### config.mk
export PLATFORM = sky130hd
export DESIGN_NAME = apb_master_ctrl_flat
export DESIGN_NICKNAME = d
export VERILOG_FILES = /design/src/rtl/apb_bridge_pkg.sv /design/src/rtl/apb_master_ctrl_if.sv /design/src/rtl/apb_rdata_mux.sv /design/src/rtl/apb_master_ctrl.sv /design/src/flat_wrapper.sv
export SDC_FILE = /design/constraint.sdc
export NUM_CORES = 1
export LEC_CHECK = 0
export CORE_MARGIN = 3
export CORE_UTILIZATION = 38
export DETAILED_ROUTE_END_ITERATION = 10
export GPL_TIMING_DRIVEN = 0
export PLACE_DENSITY = 0.86
export SYNTH_ARGS = -nofsm -noshare
export SYNTH_HDL_FRONTEND = slang
export SYNTH_SLANG_ARGS = --single-unit
### constraint.sdc
create_clock -name Hclk -period 2.6 [get_ports Hclk]
set_clock_uncertainty 0.1 [all_clocks]
set_input_delay 0.78 -clock Hclk [delete_from_list [all_inputs] [get_ports Hclk]]
set_output_delay 0.78 -clock Hclk [all_outputs]
set_load 0.02 [all_outputs]
### src/rtl/apb_bridge_pkg.sv
// ----------------------------------------------------------------------------
// apb_bridge_pkg
//   Shared definitions for the AHB-to-APB bridge controller (apb_master_ctrl).
//   - state_e     : FSM state encodings (4-bit)
//   - HRESP_*     : AHB response codes
//   - is_onehot() : legality check for the registered slave select
// ----------------------------------------------------------------------------
package apb_bridge_pkg;

  // Controller states. ERR1/ERR2 form the two-cycle AHB ERROR response.
  typedef enum logic [3:0] {
    IDLE    = 4'd0,
    READ    = 4'd1,  // APB setup phase, read
    WWAIT   = 4'd2,  // AHB write data phase, Hwdata captured here
    WRITE   = 4'd3,  // APB setup phase, write
    RENABLE = 4'd4,  // APB access phase, read
    WENABLE = 4'd5,  // APB access phase, write
    ERR1    = 4'd6,  // ERROR, Hreadyout low
    ERR2    = 4'd7   // ERROR, Hreadyout high
  } state_e;

  localparam logic HRESP_OKAY  = 1'b0;
  localparam logic HRESP_ERROR = 1'b1;

  // Widest slave-select vector the one-hot helper accepts.
  localparam int MAX_NSLV = 32;

  // True when exactly one bit of v is set (zero is not one-hot).
  function automatic logic is_onehot(input logic [MAX_NSLV-1:0] v);
    return (v != '0) && ((v & (v - MAX_NSLV'(1))) == '0);
  endfunction

endpackage

### src/rtl/apb_master_ctrl_if.sv
// ----------------------------------------------------------------------------
// apb_master_ctrl_if
//   Bus bundle between the AHB slave front end, the bridge controller and the
//   APB peripherals.
//   AHB side : valid, Hwrite, Haddr, tempselx, Hwdata  -> controller
//              Hreadyout, Hresp, Hrdata                -> AHB
//   APB side : Paddr, Pwdata, Pwrite, Pselx, Penable   -> peripherals
//              Prdata (slave i at [i*DW +: DW]), Pready, Pslverr -> controller
//   Modports : master (the bridge controller), slave (everything around it).
// ----------------------------------------------------------------------------
interface apb_master_ctrl_if #(
  parameter int AW   = 32,
  parameter int DW   = 32,
  parameter int NSLV = 3
) ();

  // AHB address/data phase
  logic                valid;
  logic                Hwrite;
  logic [AW-1:0]       Haddr;
  logic [NSLV-1:0]     tempselx;
  logic [DW-1:0]       Hwdata;
  logic                Hreadyout;
  logic                Hresp;
  logic [DW-1:0]       Hrdata;

  // APB
  logic [AW-1:0]       Paddr;
  logic [DW-1:0]       Pwdata;
  logic                Pwrite;
  logic [NSLV-1:0]     Pselx;
  logic                Penable;
  logic [NSLV*DW-1:0]  Prdata;
  logic [NSLV-1:0]     Pready;
  logic [NSLV-1:0]     Pslverr;

  modport master (
    input  valid, Hwrite, Haddr, tempselx, Hwdata,
    input  Prdata, Pready, Pslverr,
    output Hreadyout, Hresp, Hrdata,
    output Paddr, Pwdata, Pwrite, Pselx, Penable
  );

  modport slave (
    output valid, Hwrite, Haddr, tempselx, Hwdata,
    output Prdata, Pready, Pslverr,
    input  Hreadyout, Hresp, Hrdata,
    input  Paddr, Pwdata, Pwrite, Pselx, Penable
  );

endinterface

### src/rtl/apb_rdata_mux.sv
// ----------------------------------------------------------------------------
// apb_rdata_mux
//   NSLV-way AND-OR selection of the per-slave APB return signals by the
//   registered one-hot slave select. A zero select yields all zeros.
//   Ports:
//     sel     in  NSLV     one-hot slave select
//     prdata  in  NSLV*DW  slave read data, slave i at [i*DW +: DW]
//     pready  in  NSLV     per-slave ready
//     pslverr in  NSLV     per-slave error
//     rdata   out DW       selected read data
//     ready   out 1        selected ready
//     slverr  out 1        selected error
// ----------------------------------------------------------------------------
module apb_rdata_mux #(
  parameter int DW   = 32,
  parameter int NSLV = 3
) (
  input  logic [NSLV-1:0]    sel,
  input  logic [NSLV*DW-1:0] prdata,
  input  logic [NSLV-1:0]    pready,
  input  logic [NSLV-1:0]    pslverr,
  output logic [DW-1:0]      rdata,
  output logic               ready,
  output logic               slverr
);

  // NOTE: every output of a combinational block gets a default before any
  // conditional update, otherwise synthesis infers a latch.
  always_comb begin
    rdata  = '0;
    ready  = 1'b0;
    slverr = 1'b0;
    for (int i = 0; i < NSLV; i++) begin
      rdata  = rdata | (prdata[i*DW +: DW] & {DW{sel[i]}});
      ready  = ready  | (pready[i]  & sel[i]);
      slverr = slverr | (pslverr[i] & sel[i]);
    end
  end

endmodule

### src/rtl/apb_master_ctrl.sv
// ----------------------------------------------------------------------------
// apb_master_ctrl
//   AHB-to-APB bridge control FSM with APB3 wait states (Pready), slave error
//   return (Pslverr -> two-cycle AHB ERROR) and an NSLV-way read-back mux.
//   Ports:
//     Hclk     in   clock, rising edge
//     Hresetn  in   asynchronous active-low reset
//     bus      apb_master_ctrl_if.master: AHB request/response and APB bus
//   Latency (address phase to Hreadyout=1): read 3, write 4, +1 per Pready=0.
//   Hreadyout/Hresp are combinational; all APB outputs and Hrdata are
//   registered. Hrdata is loaded on the edge that ends a successful read.
//   Optional feature, macro APB_TIMEOUT_EN: abort an access after TO_CYC
//   access cycles with Pready low and return ERROR. Without the macro the
//   access waits indefinitely and no counter exists.
// ----------------------------------------------------------------------------
module apb_master_ctrl
  import apb_bridge_pkg::*;
#(
  parameter int AW     = 32,
  parameter int DW     = 32,
  parameter int NSLV   = 3,
  parameter int TO_CYC = 255
) (
  input  logic               Hclk,
  input  logic               Hresetn,
  apb_master_ctrl_if.master  bus
);

  state_e            state_q, state_d;

  // Address-phase capture
  logic [AW-1:0]     addr_q, addr_d;
  logic [NSLV-1:0]   sel_q, sel_d;
  logic              write_q, write_d;
  logic              capture;

  // Registered outputs
  logic [AW-1:0]     paddr_q;
  logic [DW-1:0]     pwdata_q;
  logic [DW-1:0]     hrdata_q;
  logic              pwrite_q;
  logic [NSLV-1:0]   pselx_q;
  logic              penable_q;

  // Combinational outputs
  logic              hreadyout;
  logic              hresp;

  // Selected slave response
  logic [DW-1:0]     mux_rdata;
  logic              mux_ready;
  logic              mux_slverr;

  logic              setup_d;   // next state is an APB setup phase
  logic              access_d;  // next state is an APB access phase
  logic              access_q;  // current state is an APB access phase
  logic              sel_ok_q;  // registered select is legal
  logic              timeout;   // access has waited too long

  apb_rdata_mux #(
    .DW   (DW),
    .NSLV (NSLV)
  ) u_rdata_mux (
    .sel     (sel_q),
    .prdata  (bus.Prdata),
    .pready  (bus.Pready),
    .pslverr (bus.Pslverr),
    .rdata   (mux_rdata),
    .ready   (mux_ready),
    .slverr  (mux_slverr)
  );

  // A new address phase is taken whenever the bridge shows ready.
  assign capture = bus.valid & hreadyout;
  assign addr_d  = capture ? bus.Haddr    : addr_q;
  assign sel_d   = capture ? bus.tempselx : sel_q;
  assign write_d = capture ? bus.Hwrite   : write_q;

  assign sel_ok_q = is_onehot(MAX_NSLV'(sel_q));
  assign access_q = (state_q == RENABLE) || (state_q == WENABLE);
  assign setup_d  = (state_d == READ)    || (state_d == WRITE);
  assign access_d = (state_d == RENABLE) || (state_d == WENABLE);

  // ---------------------------------------------------------------------------
  // Next state and AHB response
  // ---------------------------------------------------------------------------
  always_comb begin
    state_d   = state_q;
    hreadyout = 1'b0;
    hresp     = HRESP_OKAY;
    unique case (state_q)
      IDLE: begin
        hreadyout = 1'b1;
        if (bus.valid) state_d = bus.Hwrite ? WWAIT : READ;
      end
      WWAIT: state_d = WRITE;
      READ:  state_d = sel_ok_q ? RENABLE : ERR1;
      WRITE: state_d = sel_ok_q ? WENABLE : ERR1;
      RENABLE, WENABLE: begin
        if (mux_ready) begin
          if (mux_slverr) begin
            state_d = ERR1;
          end else begin
            // Completion cycle doubles as the next address phase.
            hreadyout = 1'b1;
            if (bus.valid) state_d = bus.Hwrite ? WWAIT : READ;
            else           state_d = IDLE;
          end
        end else if (timeout) begin
          state_d = ERR1;
        end
      end
      ERR1: begin
        hresp   = HRESP_ERROR;
        state_d = ERR2;
      end
      ERR2: begin
        hresp     = HRESP_ERROR;
        hreadyout = 1'b1;
        if (bus.valid) state_d = bus.Hwrite ? WWAIT : READ;
        else           state_d = IDLE;
      end
      default: state_d = IDLE;
    endcase
  end

  // ---------------------------------------------------------------------------
  // State and output registers. APB outputs are derived from the next state so
  // they are valid for the whole of the state they belong to.
  // ---------------------------------------------------------------------------
  // NOTE: sequential state uses non-blocking assignments so every flop samples
  // pre-edge values regardless of statement order.
  always_ff @(posedge Hclk or negedge Hresetn) begin
    if (!Hresetn) begin
      state_q   <= IDLE;
      addr_q    <= '0;
      sel_q     <= '0;
      write_q   <= 1'b0;
      paddr_q   <= '0;
      pwdata_q  <= '0;
      hrdata_q  <= '0;
      pwrite_q  <= 1'b0;
      pselx_q   <= '0;
      penable_q <= 1'b0;
    end else begin
      state_q   <= state_d;
      addr_q    <= addr_d;
      sel_q     <= sel_d;
      write_q   <= write_d;

      // An illegal select never reaches the APB bus.
      if ((setup_d || access_d) && is_onehot(MAX_NSLV'(sel_d))) pselx_q <= sel_d;
      else                                                       pselx_q <= '0;
      penable_q <= access_d;

      // Paddr/Pwrite change only on setup entry and hold otherwise.
      if (setup_d) begin
        paddr_q  <= addr_d;
        pwrite_q <= write_d;
      end

      if (state_q == WWAIT) pwdata_q <= bus.Hwdata;

      if ((state_q == RENABLE) && mux_ready && !mux_slverr) hrdata_q <= mux_rdata;
    end
  end

  // ---------------------------------------------------------------------------
  // Access timeout
  // ---------------------------------------------------------------------------
`ifdef APB_TIMEOUT_EN
  localparam int CNT_W = (TO_CYC < 2) ? 1 : $clog2(TO_CYC);

  logic [CNT_W-1:0] to_cnt_q;

  // to_cnt_q holds the number of earlier access cycles with Pready low, so
  // the TO_CYC-th such cycle is the one that aborts.
  assign timeout = access_q && (to_cnt_q == CNT_W'(TO_CYC - 1));

  always_ff @(posedge Hclk or negedge Hresetn) begin
    if (!Hresetn) begin
      to_cnt_q <= '0;
    end else if (setup_d) begin
      to_cnt_q <= '0;
    end else if (access_q && !mux_ready && !timeout) begin
      to_cnt_q <= to_cnt_q + CNT_W'(1);
    end
  end
`else
  logic unused_to_cyc;

  assign timeout       = 1'b0;
  assign unused_to_cyc = (TO_CYC != 0) | access_q;
`endif

  // ---------------------------------------------------------------------------
  // Outputs
  // ---------------------------------------------------------------------------
  assign bus.Hreadyout = hreadyout;
  assign bus.Hresp     = hresp;
  assign bus.Hrdata    = hrdata_q;
  assign bus.Paddr     = paddr_q;
  assign bus.Pwdata    = pwdata_q;
  assign bus.Pwrite    = pwrite_q;
  assign bus.Pselx     = pselx_q;
  assign bus.Penable   = penable_q;

endmodule
### src/flat_wrapper.sv
// flat-port wrapper written by rule: the top's interface ports become plain ports
module apb_master_ctrl_flat import apb_bridge_pkg::*;
#(
  parameter int AW     = 32,
  parameter int DW     = 32,
  parameter int NSLV   = 3,
  parameter int TO_CYC = 255
)
  (Hclk, Hresetn, bus_valid, bus_Hwrite, bus_Haddr, bus_tempselx, bus_Hwdata, bus_Prdata, bus_Pready, bus_Pslverr, bus_Hreadyout, bus_Hresp, bus_Hrdata, bus_Paddr, bus_Pwdata, bus_Pwrite, bus_Pselx, bus_Penable);
  apb_master_ctrl_if #(.AW(AW), .DW(DW), .NSLV(NSLV)) bus_i ();
  input  logic Hclk;
  input  logic Hresetn;
  input wire logic [$bits(bus_i.valid)-1:0] bus_valid;
  input wire logic [$bits(bus_i.Hwrite)-1:0] bus_Hwrite;
  input wire logic [$bits(bus_i.Haddr)-1:0] bus_Haddr;
  input wire logic [$bits(bus_i.tempselx)-1:0] bus_tempselx;
  input wire logic [$bits(bus_i.Hwdata)-1:0] bus_Hwdata;
  input wire logic [$bits(bus_i.Prdata)-1:0] bus_Prdata;
  input wire logic [$bits(bus_i.Pready)-1:0] bus_Pready;
  input wire logic [$bits(bus_i.Pslverr)-1:0] bus_Pslverr;
  output wire logic [$bits(bus_i.Hreadyout)-1:0] bus_Hreadyout;
  output wire logic [$bits(bus_i.Hresp)-1:0] bus_Hresp;
  output wire logic [$bits(bus_i.Hrdata)-1:0] bus_Hrdata;
  output wire logic [$bits(bus_i.Paddr)-1:0] bus_Paddr;
  output wire logic [$bits(bus_i.Pwdata)-1:0] bus_Pwdata;
  output wire logic [$bits(bus_i.Pwrite)-1:0] bus_Pwrite;
  output wire logic [$bits(bus_i.Pselx)-1:0] bus_Pselx;
  output wire logic [$bits(bus_i.Penable)-1:0] bus_Penable;
  assign bus_i.valid = bus_valid;
  assign bus_i.Hwrite = bus_Hwrite;
  assign bus_i.Haddr = bus_Haddr;
  assign bus_i.tempselx = bus_tempselx;
  assign bus_i.Hwdata = bus_Hwdata;
  assign bus_i.Prdata = bus_Prdata;
  assign bus_i.Pready = bus_Pready;
  assign bus_i.Pslverr = bus_Pslverr;
  assign bus_Hreadyout = bus_i.Hreadyout;
  assign bus_Hresp = bus_i.Hresp;
  assign bus_Hrdata = bus_i.Hrdata;
  assign bus_Paddr = bus_i.Paddr;
  assign bus_Pwdata = bus_i.Pwdata;
  assign bus_Pwrite = bus_i.Pwrite;
  assign bus_Pselx = bus_i.Pselx;
  assign bus_Penable = bus_i.Penable;
  apb_master_ctrl #(.AW(AW), .DW(DW), .NSLV(NSLV), .TO_CYC(TO_CYC)) u_core (.Hclk(Hclk), .Hresetn(Hresetn), .bus(bus_i));
endmodule
==> reports/metrics.cfg <==
[status]
outcome=finished with violations
violations=setup timing

[worst_setup_path]
crit_path_frequent_cell=buf_6
critPathSlowestCell=a222oi_1
cp.arrival_ps=1830
worstPathCellList=buf_6, a222oi_1, nor3b_4, or2_4, buf_6
critPathLaunchType=input pin
critPathKind=input pin to primary output
crit_path_max_fanout=2
cpLargestDelayFamily=simple AND/OR/NAND/NOR gates
worstPathRequired_ps=1720
slowest_delay_ps=420
critPathBufInv=2
endpoint_kind=primary output

[power]
power_density_nw_per_um2=1270
p_leak_nw=4.240
power_mw=12.41
peakVddDrop_uv=703.3

[global_routing]
grt_pass1_vias=5308
met3_usage_pct=8.461
grtUsageTotal_pct=20.48
grt-ovfl-total=0
gr-max-usage-layer=met2
grtUsageMet1_pct=23.64
grt_pass1_wl_um=28320
met2_usage_pct=34.67
grt_max_degree=94
antenna_found_initial=2

[routing]
wl_per_cell_um=18.39
num_vias=4887
drt_iter0_drc=462
dr.pass1.iters=9
wl_um=17640
drc=0
routed_via_density=5.096
detail-route-antenna-nets=0

[floorplanning]
core_um2=15310
start_util_pct=39.09
placementRows=45
fp.dieArea_um2=17300
fp.dieW_um=131.5
die_h_um=131.5
ios=276

[synth]
synthCells=433
yosys_warnings=0
synthAdderAreaFrac_pct=0
synth_top_family_by_area=multiplexers
synth_ff_type=dfrtp_1
synth-compound-area-share_pct=10.87
synthXorXnorAreaFrac_pct=0.1463
syn-cell-area_um2=5987
synth_fp_nets=606
synth_mux_area_share_pct=20.65
ys_types=42
yosys.area_share.simple_pct=5.350
syn_avg_cell_area_um2=13.83
ys_ff_latch=141
synth_edf_count=0
ys_seq_area_share_pct=58.93
async_flop_share_pct=100.0

[clock_network]
cts_hold_buf=0
clock_sinks=141
cts-root-buf=clkbuf_16
cts_buffers=17
clk_path_buf_depth=2
htree_levels=4
clk_transition_reported_paths_ps=60
clock_latency_ps=410
cts_tree=yes

[final_layout]
multiInputGateArea_um2=2328
nets=906
fill_cells=1146
final_util_pct=63.82
drive_gt1_share_pct=22.25
regArea_um2=3528
post-route-cell-area_um2=9773
stdcell_count=959
layout_commonest_cell=clkdlybuf4s50_1
final_cell_mix=266 x clkdlybuf4s50_1, 141 x dfrtp_1, 50 x mux2_4, 48 x mux2_2
area_growth_pct=63.24

[placed_design]
dpl_cell_area_um2=9110
preCtsSetupSlack_ps=-1130
dp_cells=920
routabilityCongestion=0.8630
hpwl_um=13390
place.port_buffers=275

[job]
drv_cap=0

[sta]
hold_viol_final=0
rsz0062_at_grt=true
final.period_utilization_pct=104.2
tightest_slew_ps=572.4
fmax_mhz=369.0
max_slew_margin_pct=61.84
setup_viol=1
period_needed_ps=2710
slew_violations=0
worst_slack_ps=-110.0

[worst_hold_path]
hp-class=input pin to async pin

==> stage by stage <==
| stage | hold WS (ps) | TNS (ps) |
|---|---|---|
| global placement | 374.8 | -702870 |
| finish | 201.0 | -110.0 |
| floorplan | 367.4 | -3350 |
| detailed placement | 379.9 | -71530 |
| CTS | 199.1 | -107.7 |
| global route | 208.2 | -177.5 |
==> synthesized netlist by cell type, types with 2 or more instances <==
library cell | number | area, um2
dfrtp_1 | 141 | 3528
mux2_2 | 68 | 765.7
a21oi_1 | 36 | 180.2
nor2_1 | 36 | 135.1
a222oi_1 | 34 | 340.3
mux2_4 | 30 | 450.4
clkbuf_1 | 20 | 75.07
inv_1 | 9 | 33.78
buf_2 | 5 | 25.02
o21ai_0 | 5 | 25.02
buf_6 | 4 | 45.04
nand2_1 | 4 | 15.01
nand2b_1 | 4 | 25.02
buf_12 | 3 | 60.06
nor3b_1 | 3 | 22.52
mux2i_1 | 2 | 20.02
nand3_1 | 2 | 10.01
nor4bb_1 | 2 | 20.02
o2111ai_1 | 2 | 17.52
==> sequential cells by signal (all words and copies together), names as in the netlist <==
name and count:
u_core.sel_q 3, u_core.write_q 1, u_core.addr_q 32, u_core.bus.Pwdata 32, u_core.bus.Pwrite 1, u_core.bus.Paddr 32, u_core.bus.Pselx 3, u_core.bus.Hrdata 32
u_core.state_q 4, u_core.bus.Penable 1
==> cell families after synthesis <==
family          Yosys count
xor+xnor                  1
simple gates             63
mux                     100
buf+inv                  41
compound gates           86
other cells               1
flops                   141
==> metal layers <==
| layer | part of all wire, % | vias to the layer above |
|---|---|---|
| li1 | - | 2213 |
| met1 | 38 | 2399 |
| met2 | 50 | 236 |
| met3 | 8.8 | 39 |
| met4 | 2.6 | 0 |
| met5 | 0 | - |
==> power by group <==
| part | internal, mW | switching (mW) | total [mW] |
|---|---|---|---|
| combinational | 3.29 | 2.83 | 6.12 |
| sequential | 3.28 | 0.566 | 3.85 |
| clock | 1.45 | 0.993 | 2.44 |
| total | 8.02 | 4.39 | 12.4 |
==> worst paths after layout <==
path | from | endpoint | slack (ps) | depth (start not counted)
hold reg to reg | u_core.addr_q[18] | u_core.addr_q[18] | 390 | 1
setup reg to reg | u_core.sel_q[0] | u_core.bus.Paddr[20] | 130 | 8
max in group asynchronous | Hresetn | u_core.bus.Paddr[29] | 1410 | 2
min in group Hclk | u_core.addr_q[18] | u_core.addr_q[18] | 390 | 1
hold / removal | Hresetn | u_core.bus.Pwdata[10] | 200 | 1
setup / recovery | bus_Pslverr[0] | bus_Hreadyout | -110 | 5
==> cell type report <==
cell class	instances	area share, %
Sequential cell	141	36.10
Tap cell	211	2.701
Antenna cell	2	0.05121
Clock buffer	17	4.353
Clock inverter	15	1.831
Buffer	31	2.061
Timing Repair Buffer	282	28.73
Multi-Input combinational cell	251	23.83
Inverter	9	0.3457
==> timing repair <==
| action | in CTS | in global routing |
|---|---|---|
| endpoints found under the hold margin | 0 | 0 |
| resized for setup | 32 | 4 |
| buffers inserted | 4 | 2 |
| pin swaps | 3 | 2 |
| endpoints found under the setup margin | 100 | 46 |
Power figures use the tool's default switching activity.
